[src/rtl/dat_mem_copier_if.sv]
// Copier bus: copy request/status plus data-memory port.
// slave = copier side, master = requester/memory side.
interface dat_mem_copier_if #(
    parameter int AW = 8,
    parameter int DW = 8
);
    logic          start;
    logic [AW-1:0] src_addr;
    logic [AW-1:0] dst_addr;
    logic [AW-1:0] len;
    logic          busy;
    logic          done;
    logic [AW-1:0] mem_addr;
    logic          mem_wr_en;
    logic [DW-1:0] mem_wdata;
    logic [DW-1:0] mem_rdata;

    modport slave (
        input  start,
        input  src_addr,
        input  dst_addr,
        input  len,
        input  mem_rdata,
        output busy,
        output done,
        output mem_addr,
        output mem_wr_en,
        output mem_wdata
    );

    modport master (
        output start,
        output src_addr,
        output dst_addr,
        output len,
        output mem_rdata,
        input  busy,
        input  done,
        input  mem_addr,
        input  mem_wr_en,
        input  mem_wdata
    );
endinterface

[src/rtl/dat_mem_copier.sv]
// Byte-by-byte memory copier: one read then one write per byte.
// Ports: clk, rst_n (async low), bus (dat_mem_copier_if.slave).
module dat_mem_copier #(
    parameter int AW = 8,
    parameter int DW = 8
) (
    input  logic              clk,
    input  logic              rst_n,
    dat_mem_copier_if.slave   bus
);

    typedef enum logic [1:0] {
        S_IDLE,
        S_READ,
        S_WRITE,
        S_DONE
    } state_e;

    state_e        state_q, state_d;
    logic [AW-1:0] src_q, src_d;
    logic [AW-1:0] dst_q, dst_d;
    logic [AW-1:0] cnt_q, cnt_d;
    logic [DW-1:0] data_q, data_d;

    always_ff @(posedge clk or negedge rst_n) begin
        if (!rst_n) begin
            state_q <= S_IDLE;
            src_q   <= '0;
            dst_q   <= '0;
            cnt_q   <= '0;
            data_q  <= '0;
        end else begin
            state_q <= state_d;
            src_q   <= src_d;
            dst_q   <= dst_d;
            cnt_q   <= cnt_d;
            data_q  <= data_d;
        end
    end

    // Outputs decode from the registered state only, so an
    // asynchronous reset drops mem_wr_en in the same instant.
    always_comb begin
        state_d       = state_q;
        src_d         = src_q;
        dst_d         = dst_q;
        cnt_d         = cnt_q;
        data_d        = data_q;
        bus.busy      = 1'b0;
        bus.done      = 1'b0;
        bus.mem_addr  = '0;
        bus.mem_wr_en = 1'b0;
        bus.mem_wdata = '0;

        unique case (state_q)
            S_IDLE: begin
                if (bus.start) begin
                    src_d = bus.src_addr;
                    dst_d = bus.dst_addr;
                    cnt_d = bus.len;
                    if (bus.len != '0) begin
                        state_d = S_READ;
                    end else begin
                        state_d = S_DONE;
                    end
                end
            end
            S_READ: begin
                bus.busy     = 1'b1;
                bus.mem_addr = src_q;
                data_d       = bus.mem_rdata;
                state_d      = S_WRITE;
            end
            S_WRITE: begin
                bus.busy      = 1'b1;
                bus.mem_addr  = dst_q;
                bus.mem_wr_en = 1'b1;
                bus.mem_wdata = data_q;
                // Pointers wrap naturally at 2^AW.
                src_d = src_q + AW'(1);
                dst_d = dst_q + AW'(1);
                cnt_d = cnt_q - AW'(1);
                if (cnt_q == AW'(1)) begin
                    state_d = S_DONE;
                end else begin
                    state_d = S_READ;
                end
            end
            S_DONE: begin
                bus.done = 1'b1;
                state_d  = S_IDLE;
            end
            default: begin
                state_d = S_IDLE;
            end
        endcase
    end

endmodule

[src/flat_wrapper.sv]
// flat-port wrapper written by rule: the top's interface ports become plain ports
module dat_mem_copier_flat 
#(
    parameter int AW = 8,
    parameter int DW = 8
)
  (clk, rst_n, bus_start, bus_src_addr, bus_dst_addr, bus_len, bus_mem_rdata, bus_busy, bus_done, bus_mem_addr, bus_mem_wr_en, bus_mem_wdata);
  dat_mem_copier_if #(.AW(AW), .DW(DW)) bus_i ();
  input  logic clk;
  input  logic rst_n;
  input wire logic [$bits(bus_i.start)-1:0] bus_start;
  input wire logic [$bits(bus_i.src_addr)-1:0] bus_src_addr;
  input wire logic [$bits(bus_i.dst_addr)-1:0] bus_dst_addr;
  input wire logic [$bits(bus_i.len)-1:0] bus_len;
  input wire logic [$bits(bus_i.mem_rdata)-1:0] bus_mem_rdata;
  output wire logic [$bits(bus_i.busy)-1:0] bus_busy;
  output wire logic [$bits(bus_i.done)-1:0] bus_done;
  output wire logic [$bits(bus_i.mem_addr)-1:0] bus_mem_addr;
  output wire logic [$bits(bus_i.mem_wr_en)-1:0] bus_mem_wr_en;
  output wire logic [$bits(bus_i.mem_wdata)-1:0] bus_mem_wdata;
  assign bus_i.start = bus_start;
  assign bus_i.src_addr = bus_src_addr;
  assign bus_i.dst_addr = bus_dst_addr;
  assign bus_i.len = bus_len;
  assign bus_i.mem_rdata = bus_mem_rdata;
  assign bus_busy = bus_i.busy;
  assign bus_done = bus_i.done;
  assign bus_mem_addr = bus_i.mem_addr;
  assign bus_mem_wr_en = bus_i.mem_wr_en;
  assign bus_mem_wdata = bus_i.mem_wdata;
  dat_mem_copier #(.AW(AW), .DW(DW)) u_core (.clk(clk), .rst_n(rst_n), .bus(bus_i));
endmodule
[config.mk]
export PLATFORM = sky130hd
export DESIGN_NAME = dat_mem_copier_flat
export DESIGN_NICKNAME = d
export VERILOG_FILES = /design/src/rtl/dat_mem_copier_if.sv /design/src/rtl/dat_mem_copier.sv /design/src/flat_wrapper.sv
export SDC_FILE = /design/constraint.sdc
export NUM_CORES = 1
export LEC_CHECK = 0
export CAP_MARGIN = 20
export CORE_MARGIN = 2
export CORE_UTILIZATION = 25
export CTS_BUF_LIST = sky130_fd_sc_hd__clkbuf_4
export CTS_CLUSTER_SIZE = 10
export DETAILED_ROUTE_END_ITERATION = 8
export SLEW_MARGIN = 20
export SYNTH_ARGS = -nofsm -noshare
export SYNTH_HDL_FRONTEND = slang
export SYNTH_SLANG_ARGS = --single-unit
[constraint.sdc]
create_clock -name clk -period 2.57 [get_ports clk]
set_input_delay 0.514 -clock clk [delete_from_list [all_inputs] [get_ports clk]]
set_output_delay 0.514 -clock clk [all_outputs]
set_load 0.005 [all_outputs]
==> results_dict.tcl <==
set metrics [dict create \
    grt_pass1_wl_um 10200 \
    vdd_drop_max_v 0.000157 \
    cts_tree "done" \
    finalCritPeriodShare_pct 97.1 \
    power_density_nw_per_um2 312 \
    clock_latency_ps 340 \
    diodes 0 \
    rows 34 \
    gp_congestion 0.796 \
    track_usage_pct 12.8 \
    wirelength_um 6050 \
    maxCapViolCount 0 \
    portBuffers 53 \
    avgViaCountPerCell 5.06 \
    holdPathStages 1 \
    fin_nets 361 \
    yosys-top-cells-area "dfrtp_1 37%, mux2_2 4.5%, ha_1 4.4%" \
    root_buffer "clkbuf_4" \
    coreArea_sq_um 8760 \
    fp.dieW_um 99.3 \
    hold_viol_final 0 \
    yosysUniqueCellTypes 40 \
    min_period_ps 2500 \
    tns_ps 0 \
    finalSetupViolCount 0 \
    path_clk_slew_ps 110 \
    syn-mean-instance-area_sq_um 8.70 \
    dp_hpwl_um 4290 \
    top_layer_used "met4" \
    synth_fp_nets 304 \
    r2r_slack_ps 510 \
    die_y_um 99.3 \
    syn_area_sq_um 2270 \
    status "completed" \
    relSlewSlack_pct 66.6 \
    cts_max_path_buffers 2 \
    grt_pass1_vias 2088 \
    dieArea_sq_um 9860 \
    detail-route-antenna-nets 0 \
    reg2reg_depth 7 \
    critical_path.max_fanout 8 \
    max_stage_delay_ps 440 \
    m1WireLength_um 2640 \
    cts-htree-levels 2 \
    yosysWarnings 0 \
    cts_inserted_buffers 5 \
    rsz0062_at_grt "no" \
    grt_max_degree 35 \
    grt_overflow 0 \
    grt_antenna_before_repair 0 \
    area_delta_synth_final_pct 34.5 \
    initial_core_util_pct 25.9 \
    crit_required_ps 2060 \
    synth_top_area_share_pct 37.5 \
    ioPinCount 54 \
    crit_chain "buf_4 -> ha_4 -> buf_4 -> a22oi_1 -> nor2b_1 -> clkdlybuf4s50_1" \
    ys_seq_area_share_pct 37.5 \
    path_class "reg2out" \
    critPathLaunchType "register" \
    slew_viol_final 0 \
    dr_wl_met2_um 3020 \
    worstHoldStart "u_core.data_q[4]" \
    leakage_nw 1.26 \
    holdWs_ps 511 \
    route.vias.total 2155 \
    drcViolationCount 0 \
    synthCells 261 \
    critPathCaptureType "output port" \
    wl_met3_um 318 \
    worst_r2r_startpoint "u_core.state_q[0]" \
    clock.fmax_mhz 401 \
    wl_per_cell_um 14.2 \
    drive_gt1_share_pct 12.6 \
    yosys.area.top_type "dfrtp_1" \
    worstMarginPinSlew_ps 488 \
    crit_top_cell "buf_4" \
    drtPass1Iterations 4 \
    holdCritPathClass "reg2reg" \
    clock_sinks 34 \
    drt_iter0_markers 107 \
    critPathArrivalTime_ps 1980 \
    min_delay_worst_endpoint "u_core.data_q[4]" \
    ys_ff_latch 34 \
    clock_skew_ps 10.5 \
    rr_endpoint "u_core.dst_q[7]" \
    slowest_stage "clkdlybuf4s50_1" \
]
routing by layer:
| metal | track usage, % | up-vias |
|---|---|---|
| met5 | 0 | - |
| met4 | 4.00 | 0 |
| met3 | 2.74 | 8 |
| met2 | 21.8 | 56 |
| met1 | 16.1 | 1014 |
| li1 | - | 1077 |
logic make-up after synthesis:
logic type                 share of synthesized area (%)
AOI/OAI and AO/OA                                   23.8
muxes                                               7.11
adders and majority gates                           4.41
and+or+nand+nor                                     20.1
buffers and inverters                               7.11
DFF                                                 37.5
how the worst max path moves through the flow:
stage                       from               end  slack (ps)  cells after the start
2_1_floorplan  u_core.state_q[0]  bus_mem_wdata[3]         610                      6
3_3_place_gp   u_core.state_q[0]  bus_mem_wdata[3]         300                      5
3_5_place_dp   u_core.state_q[0]  bus_mem_wdata[0]         260                      5
4_1_cts        u_core.state_q[0]   bus_mem_addr[0]          20                      4
5_1_grt        u_core.state_q[0]   bus_mem_addr[7]           6                      6
6_report       u_core.state_q[1]   bus_mem_addr[6]          70                      6
cell usage in the layout, fill, tap and decap left out, types with 7 or more instances in the layout:
master | Yosys | layout
clkdlybuf4s50_1 | 0 | 53
dfrtp_1 | 34 | 33
o21ai_0 | 19 | 19
a21oi_1 | 18 | 18
buf_4 | 2 | 16
inv_1 | 15 | 14
o22ai_1 | 14 | 14
nor2_1 | 14 | 14
nand2_1 | 12 | 12
a31oi_1 | 11 | 11
nand3_1 | 10 | 10
mux2_2 | 9 | 9
nor2b_1 | 8 | 8
and2_1 | 8 | 8
a22oi_1 | 7 | 7
and3_1 | 7 | 7
clkbuf_4 | 0 | 7
final cells by class:
| class | instances | area [sq um] |
|---|---|---|
| clock buffers | 7 | 52.6 |
| fillers | 932 | 5710 |
| inverters | 15 | 56.3 |
| multi-input cells | 192 | 1290 |
| flip-flops and latches | 34 | 852 |
| well taps | 108 | 135 |
| repair buffers | 70 | 662 |
power breakdown:
| group | internal (mW) | switching, mW | leakage, nW | total, mW |
|---|---|---|---|---|
| clock network | 0.124 | 0.181 | 0.0322 | 0.305 |
| registers | 0.541 | 0.00300 | 0.397 | 0.544 |
| logic | 0.0679 | 0.0339 | 0.830 | 0.102 |
synth_stat cells, drive strengths merged:
cell,instances
nor4,3
a31o,2
mux2i,6
inv,15
mux2,9
and3b,1
nand4,5
nand3b,1
o32ai,2
and2,8
nand2b,2
ha,8
nor4b,1
nand3,10
clkbuf,7
nor2b,8
o311ai,1
and3,7
buf,13
o32a,1
a21oi,20
a21boi,1
nand2,12
nor2,14
a22oi,7
o22a,5
a21o,3
and4,3
a31oi,11
nor3b,2
nor3,3
nand4b,1
o21ai,19
o22ai,14
or3,2
dfrtp,34
registers in the layout, indices dropped and copies added (netlist names):
| register | cells |
|---|---|
| u_core.cnt_q | 8 |
| u_core.state_q | 2 |
| u_core.dst_q | 8 |
| u_core.src_q | 8 |
| u_core.data_q | 8 |
stage by stage:
stage | area [sq um] | utilization, % | setup WS [ps] | std cells | power (mW)
2_1_floorplan | 2270 | - | 611 | 261 | 0.571
3_3_place_gp | 2920 | 33.3 | 300 | 413 | 0.657
3_5_place_dp | 2920 | 33.3 | 262 | 413 | 0.657
4_1_cts | 2990 | 34.2 | 17.8 | 421 | 0.967
5_1_grt | 3050 | 34.8 | 6.45 | 426 | 0.992
6_report | 3050 | 34.8 | 73.8 | 426 | 0.951
worst max-delay path, delay by kind of cell, from the launching register on:
kind / cells / cell delay [ps]
flip-flops: 1 / 400
AO/OA/AOI/OAI: 1 / 220
adder cells (fa/ha/maj): 1 / 190
buffers and inverters: 3 / 760
AND/OR/NAND/NOR: 1 / 70
repair_timing:
| action | 4_1_cts | 5_1_grt |
|---|---|---|
| pin swaps | 0 | 1 |
| setup endpoints to repair | 16 | 14 |
| hold endpoints to repair | 0 | 0 |
| buffers inserted | 1 | 5 |
| hold buffers | 0 | 0 |
| resized for setup | 4 | 6 |
No activity file was read; power rests on OpenSTA's default activity.
